$ cat config.mk
export PLATFORM = sky130hd
export DESIGN_NAME = fpnew_slice_result_buffer
export DESIGN_NICKNAME = d
export VERILOG_FILES = /design/src/rtl/fpnew_pkg.sv /design/src/rtl/fpnew_sticky_flags.sv /design/src/rtl/fpnew_slice_result_buffer.sv
export SDC_FILE = /design/constraint.sdc
export NUM_CORES = 1
export LEC_CHECK = 0
export BUFFER_PORTS_ARGS = -buffer_cell sky130_fd_sc_hd__buf_4
export CORE_MARGIN = 2
export CORE_UTILIZATION = 55
export DETAILED_ROUTE_END_ITERATION = 8
export GPL_ROUTABILITY_DRIVEN = 0
export GPL_TIMING_DRIVEN = 0
export PLACE_DENSITY = 0.9
export SYNTH_ARGS = -nofsm -noshare
export SYNTH_HDL_FRONTEND = slang
export SYNTH_HIERARCHICAL = 1
export SYNTH_SLANG_ARGS = --single-unit
$ cat constraint.sdc
create_clock -name clk_i -period 7.7 [get_ports clk_i]
set_input_delay 1.155 -clock clk_i [delete_from_list [all_inputs] [get_ports clk_i]]
set_output_delay 1.155 -clock clk_i [all_outputs]
set_load 0.01 [all_outputs]
$ cat src/rtl/fpnew_pkg.sv
// fpnew_pkg: shared FPU types and limits used by the slice result buffer
package fpnew_pkg;

    typedef struct packed {
        logic NV;
        logic DZ;
        logic OF;
        logic UF;
        logic NX;
    } status_t;

    localparam int unsigned FPNEW_SLICE_BUF_MAX_DEPTH = 16;

endpackage

$ cat src/rtl/fpnew_sticky_flags.sv
// fpnew_sticky_flags: sticky status accumulator, clear applied before the new flags are ORed in
module fpnew_sticky_flags
    import fpnew_pkg::*;
(
    input  logic    clk_i,
    input  logic    rst_i,
    input  logic    clr_i,
    input  logic    set_i,
    input  status_t flags_i,
    output status_t flags_o
);

    logic [$bits(status_t)-1:0] flags_q;

    // clear first, then accumulate the flags that arrive in the same cycle
    always_ff @(posedge clk_i or posedge rst_i) begin
        if (rst_i)
            flags_q <= '0;
        else if (clr_i || set_i)
            flags_q <= (clr_i ? '0 : flags_q) | (set_i ? flags_i : '0);
    end

    assign flags_o = status_t'(flags_q);

endmodule

$ cat src/rtl/fpnew_slice_result_buffer.sv
// fpnew_slice_result_buffer: in-order FWFT result FIFO between a format slice and the opgroup arbiter (sticky flags under FPNEW_SLICE_STICKY_FLAGS_EN)
module fpnew_slice_result_buffer
    import fpnew_pkg::*;
#(
    parameter int unsigned Width   = 32,
    parameter int unsigned Depth   = 2,
    parameter type         TagType = logic
) (
    input  logic                       clk_i,
    input  logic                       rst_i,
    input  logic                       flush_i,
    input  logic                       in_valid_i,
    output logic                       in_ready_o,
    input  logic [Width-1:0]           result_i,
    input  status_t                    status_i,
    input  logic                       extension_bit_i,
    input  TagType                     tag_i,
    output logic                       out_valid_o,
    input  logic                       out_ready_i,
    output logic [Width-1:0]           result_o,
    output status_t                    status_o,
    output logic                       extension_bit_o,
    output TagType                     tag_o,
`ifdef FPNEW_SLICE_STICKY_FLAGS_EN
    output status_t                    fflags_o,
    input  logic                       fflags_clr_i,
`endif
    output logic [$clog2(Depth+1)-1:0] usage_o,
    output logic                       busy_o
);

    localparam int unsigned PtrW = (Depth > 1) ? $clog2(Depth) : 1;
    localparam int unsigned CntW = $clog2(Depth + 1);

    if (Depth < 1 || Depth > FPNEW_SLICE_BUF_MAX_DEPTH) begin : g_bad_depth
        $error("fpnew_slice_result_buffer: Depth out of range");
    end

    typedef struct packed {
        logic [Width-1:0] result;
        status_t          status;
        logic             ext;
        TagType           tag;
    } entry_t;

    entry_t            mem_q [Depth];
    entry_t            head;
    logic [PtrW-1:0]   wr_q, rd_q;
    logic [CntW-1:0]   cnt_q;
    logic              push, pop;

    assign in_ready_o  = cnt_q < CntW'(Depth);
    assign out_valid_o = cnt_q != '0;
    assign busy_o      = out_valid_o;
    assign usage_o     = cnt_q;
    assign push        = in_valid_i && in_ready_o;
    assign pop         = out_valid_o && out_ready_i;
    assign head        = mem_q[rd_q];

    function automatic logic [PtrW-1:0] inc(input logic [PtrW-1:0] p);
        return (p == PtrW'(Depth - 1)) ? '0 : p + 1'b1;
    endfunction

    // pointer and occupancy bookkeeping; flush overrides any same-cycle push or pop
    always_ff @(posedge clk_i or posedge rst_i) begin
        if (rst_i) begin
            wr_q  <= '0;
            rd_q  <= '0;
            cnt_q <= '0;
        end else if (flush_i) begin
            wr_q  <= '0;
            rd_q  <= '0;
            cnt_q <= '0;
        end else begin
            if (push) wr_q <= inc(wr_q);
            if (pop) rd_q <= inc(rd_q);
            cnt_q <= cnt_q + CntW'(push) - CntW'(pop);
        end
    end

    // entry storage needs no reset: it is only visible while count is non-zero
    always_ff @(posedge clk_i) begin
        if (push && !flush_i)
            mem_q[wr_q] <= '{result: result_i, status: status_i, ext: extension_bit_i, tag: tag_i};
    end

    // head entry, forced to zero while empty
    always_comb begin
        result_o        = out_valid_o ? head.result : '0;
        status_o        = out_valid_o ? head.status : '0;
        extension_bit_o = out_valid_o ? head.ext : 1'b0;
        tag_o           = out_valid_o ? head.tag : '0;
    end

`ifdef FPNEW_SLICE_STICKY_FLAGS_EN
    fpnew_sticky_flags u_sticky (
        .clk_i   (clk_i),
        .rst_i   (rst_i),
        .clr_i   (fflags_clr_i),
        .set_i   (pop && !flush_i),
        .flags_i (status_o),
        .flags_o (fflags_o)
    );
`endif

endmodule

### After elaboration in Yosys (flattened, before gate mapping)

Memory sizes are Yosys's and may differ from the RTL's.
Index checks and enable logic that the tools add are counted.

| operators by class | value |
|---|---|
| $add $sub $neg | 4 |
| order comparisons | 1 |
| multiplexer cells | 13 |
| reduce and logical (&&, ||, !) cells | 7 |

Operators with widths:

| cell | count |
|---|---|
| $mux 32 | 1 |
| $mux 1 | 10 |
| $reduce_bool 2->1 | 3 |
| $mux 5 | 1 |
| $logic_and 1x1->1 | 3 |
| $add 1x1->1 const B | 2 |
| $add 2x1->2 | 1 |
| $lt 2x2->1 const B | 1 |
| $mux 2 | 1 |
| $sub 2x1->2 | 1 |
| $logic_not 1->1 | 1 |

| word-level totals | value |
|---|---|
| flip-flop bits (word level) | 4 |
| memory bits (writable) | 78 |
| output and inout bits | 44 |
| word-level logic and storage cells | 29 |
| memories | 1 |

Memory list:

| name | words | width | rd ports | clocked after Yosys merged registers in | write ports | line | RTL |
|---|---|---|---|---|---|---|---|
| mem_q | 2 | 39 | 1 | 0 | 1 | fpnew_slice_result_buffer.sv:46 | `entry_t mem_q [Depth];` |

### Depth between registers and ports, before layout

| depth | value |
|---|---|
| depth in word-level cells | 5 |
| depth in mapped cells | 6 |
| gate-level depth less buffers | 6 |

### Worst setup path after synthesis

No wires, ideal clock.

| timing | value |
|---|---|
| path type | input-to-reg |
| start point | input port in_valid_i |
| end point | memory mem_q[1][0] (netlist bit), enable pin |
| data arrival time | 4.144 ns |
| slack | 3.064 ns |
| cell stages on the path | 2 |
| path buffers | 0 |
| cells stage by stage | nand2b_1 > nor3b_1 |

| on the way | value |
|---|---|
| word-level cells in the longest chain between the ends | 4 |

RTL lines:

| what | line | RTL |
|---|---|---|
| from (decl) | fpnew_slice_result_buffer.sv:12 | `input logic in_valid_i,` |
| $logic_and 1x1->1 | fpnew_slice_result_buffer.sv:56 | `assign push = in_valid_i && in_ready_o;` |
| $logic_and 1x1->1 | fpnew_slice_result_buffer.sv:83 | `if (push && !flush_i)` |
| $mux 1 | fpnew_slice_result_buffer.sv:83 |  |
| $mux 1 (not written as such) | fpnew_slice_result_buffer.sv:84 | `mem_q[wr_q] <= '{result: result_i, status: status_i, ext: extension_bit_i, tag: tag_i};` |
| to (decl) | fpnew_slice_result_buffer.sv:46 |  |

No other way between the ends.

### Worst setup path in the final report

| timing | value |
|---|---|
| start point | register cnt_q[0] (netlist: usage_o[0]) |
| end point | output port out_valid_o |

| on the way | value |
|---|---|
| word-level cells in the longest chain between the ends | 1 |

RTL lines:

| what | line | RTL |
|---|---|---|
| from (decl) | fpnew_slice_result_buffer.sv:49 | `logic [CntW-1:0] cnt_q;` |
| from (signal assigned) | fpnew_slice_result_buffer.sv:77 | `cnt_q <= cnt_q + CntW'(push) - CntW'(pop);` |
| $reduce_bool 2->1 | fpnew_slice_result_buffer.sv:53 | `assign out_valid_o = cnt_q != '0;` |
| to (decl) | fpnew_slice_result_buffer.sv:18 | `output logic out_valid_o,` |

No other way between the ends.

==> flow_summary.toml <==
[clock_tree]
ctsHoldBuffers = 0
cts_resized = 0
cts.sinks = 82
clkSlewWorstSetupHoldPaths_ps = 80
clock_latency_ps = 340
tritoncts = "done"
post_cts_buffers = 0
cts_buffers = 9
htree_levels = 3
cts_root_buf = "clkbuf_8"
clk_path_buf_depth = 2

[synthesis]
post_synth_num_cell_types = 21
synth_compound_area_frac = 0.00860
synth_top_family_by_area = "multiplexers"
synth_area_per_cell_um2 = 16.6
syn_nets = 238
synthCells = 193
synth_xor_xnor_area_share = 0.00547
yosys_warnings = 6
synth_seq_cells = 82
netlist_area_um2 = 3200
seq_area_frac_synth = 0.763
synth_adder_area_share = 0.00391
synth.area.mux_share = 0.122
yosys.area_share.simple = 0.0696

[layout]
seqCellArea_um2 = 2440
multiInputGateArea_um2 = 681
n_fill_cell = 351
n_antenna_cell = 0
layout-drive-gt1-share = 0.394
areaGrowthSynthToFinish_pct = 31.4
nets = 342

[worst_setup_path]
crit_path_start_kind = "flop"
critPathKind = "flop to output pin"
end_kind = "output pin"
reg2reg_depth = 4
r2r-end = "mem_q[1][11]"
worstPathArrival_ps = 1670
reg2reg_setup_slack_ps = 5730
r2r_start = "usage_o[1]"
cp_max_fo = 10
critPathRequiredTime_ps = 6550

[placed_design]
portBuffers = 87
dp.final_hpwl_mm = 4.01
pre_cts_ws_ps = 4990

[timing]
fmax_mhz = 354
fin_crit_sh = 0.367
grt_setup_unrepaired = "no"
tns_ps = 0
min_period_ps = 2820
skew_ps = 9.04
finalSetupViolCount = 0
worst_pin_slew_ps = 662
holdWs_ps = 585
maxSlewHeadroom = 0.557
slew_viol_final = 0
final_hold_viol_count = 0
setup_ws_ps = 4880

[floorplanning]
die_h_um = 80.3
io_pins = 88
start_util = 0.574
die_area_um2 = 6450
die_w_um = 80.3
core_region_area_um2 = 5570
rows = 27

[drt]
antenna_left = 0
first_iter_violations = 93
dr.pass1.iters = 4
drc = 0
vias_per_cell = 5.08
drt-total-wl_mm = 5.69
wl_per_cell_um = 15.2
vias = 1899

[min_path]
hold_path_end = "wr_q"
holdPathStages = 2
hold_path.class = "flop to flop"
min_from = "wr_q"

[global_routing]
grt_first_pass_wirelength_mm = 8.85
grt_usage = 0.195
grt-ovfl-total = 0
grt_max_degree = 14
grt_pass1_vias = 1889
antenna_found_initial = 0

[outcome]
run_status = "completed"

[power_and_ir_drop]
power_density_nw_per_um2 = 276
ir_drop_mv = 0.249
p_leak_uw = 0.00162

[flow_run]
max_cap_viol_count = 0
==> cell families after synthesis <==
logic type / after synthesis
AOI/OAI and AO/OA: 5
buffers and inverters: 13
muxes: 39
and+or+nand+nor: 51
adders and majority gates: 1
xor gates and xnor gates: 2
DFF: 82
==> worst max-delay path, stage by stage (launching register included) <==
cell and delay [ps]:
dfrtp_1 440, nor2_1 280, buf_2 270, inv_1 70, buf_4 130, buf_4 130
==> power by group <==
part,internal [uW],switching [uW]
clock,147,142
sequential,522,10.8
combinational,167,173
==> layout make-up <==
class | instances | area share
inverters | 3 | 0.00268
multi-input cells | 98 | 0.162
clock buffers | 10 | 0.0303
plain buffers | 10 | 0.0184
repair buffers | 93 | 0.171
flip-flops and latches | 82 | 0.580
well taps | 72 | 0.0214
clock inverters | 6 | 0.0137
==> cell usage after synthesis <==
master	n	area (um2)
edfxtp_1	78	2340
nor2_1	42	158
mux2i_1	39	390
buf_2	5	25.0
buf_6	4	45.0
dfrtp_1	4	100
inv_1	3	11.3
a21oi_1	2	10.0
nor3_1	2	10.0
o21ai_0	2	10.0
xor2_1	2	17.5
and2b_1	1	7.51
and4bb_1	1	12.5
buf_4	1	7.51
ha_1	1	12.5
nand2b_1	1	6.26
nand3_1	1	5.00
nor2b_1	1	6.26
nor3_2	1	10.0
nor3b_1	1	7.51
o21a_1	1	7.51
==> per-stage QoR <==
stage	utilization	area, um2	power [uW]	std cells
after floorplan	-	3200	728	193
after global placement	0.708	3950	873	352
after detailed placement	0.722	4020	887	358
after CTS	0.755	4210	1170	374
after global routing	0.755	4210	1220	374
final	0.755	4210	1160	374
==> state kept, by name, indices dropped and copies added (netlist names) <==
signal,count
wr_q,1
mem_q,78
usage_o,2
rd_q,1
==> layer usage <==
| metal | global-route usage | up-vias | wire [um] |
|---|---|---|---|
| li1 | - | 911 | - |
| met1 | 0.220 | 916 | 2140 |
| met2 | 0.332 | 63 | 3080 |
| met3 | 0.0629 | 9 | 355 |
| met4 | 0.0966 | 0 | 108 |
| met5 | 0 | - | 0 |
==> placed cells by master (no fill, tap or decap), types with 3 or more instances in the layout <==
master	synthesis	layout
buf_6	4	10
buf_4	1	88
edfxtp_1	78	78
buf_2	5	5
inv_1	3	3
mux2i_1	39	39
clkbuf_8	0	9
nor2_1	42	42
dfrtp_1	4	4
==> worst max path at each step <==
stage	start	end	slack, ps	depth (start not counted)
final	usage_o[0]	out_valid_o	4880	5
after global routing	usage_o[0]	out_valid_o	4750	5
after CTS	usage_o[0]	out_valid_o	4850	5
after detailed placement	in_valid_i	mem_q[1][4]	4990	5
after global placement	in_valid_i	mem_q[1][13]	1570	3
after floorplan	in_valid_i	mem_q[1][0]	3060	2
No activity file was read; power rests on OpenSTA's default activity.
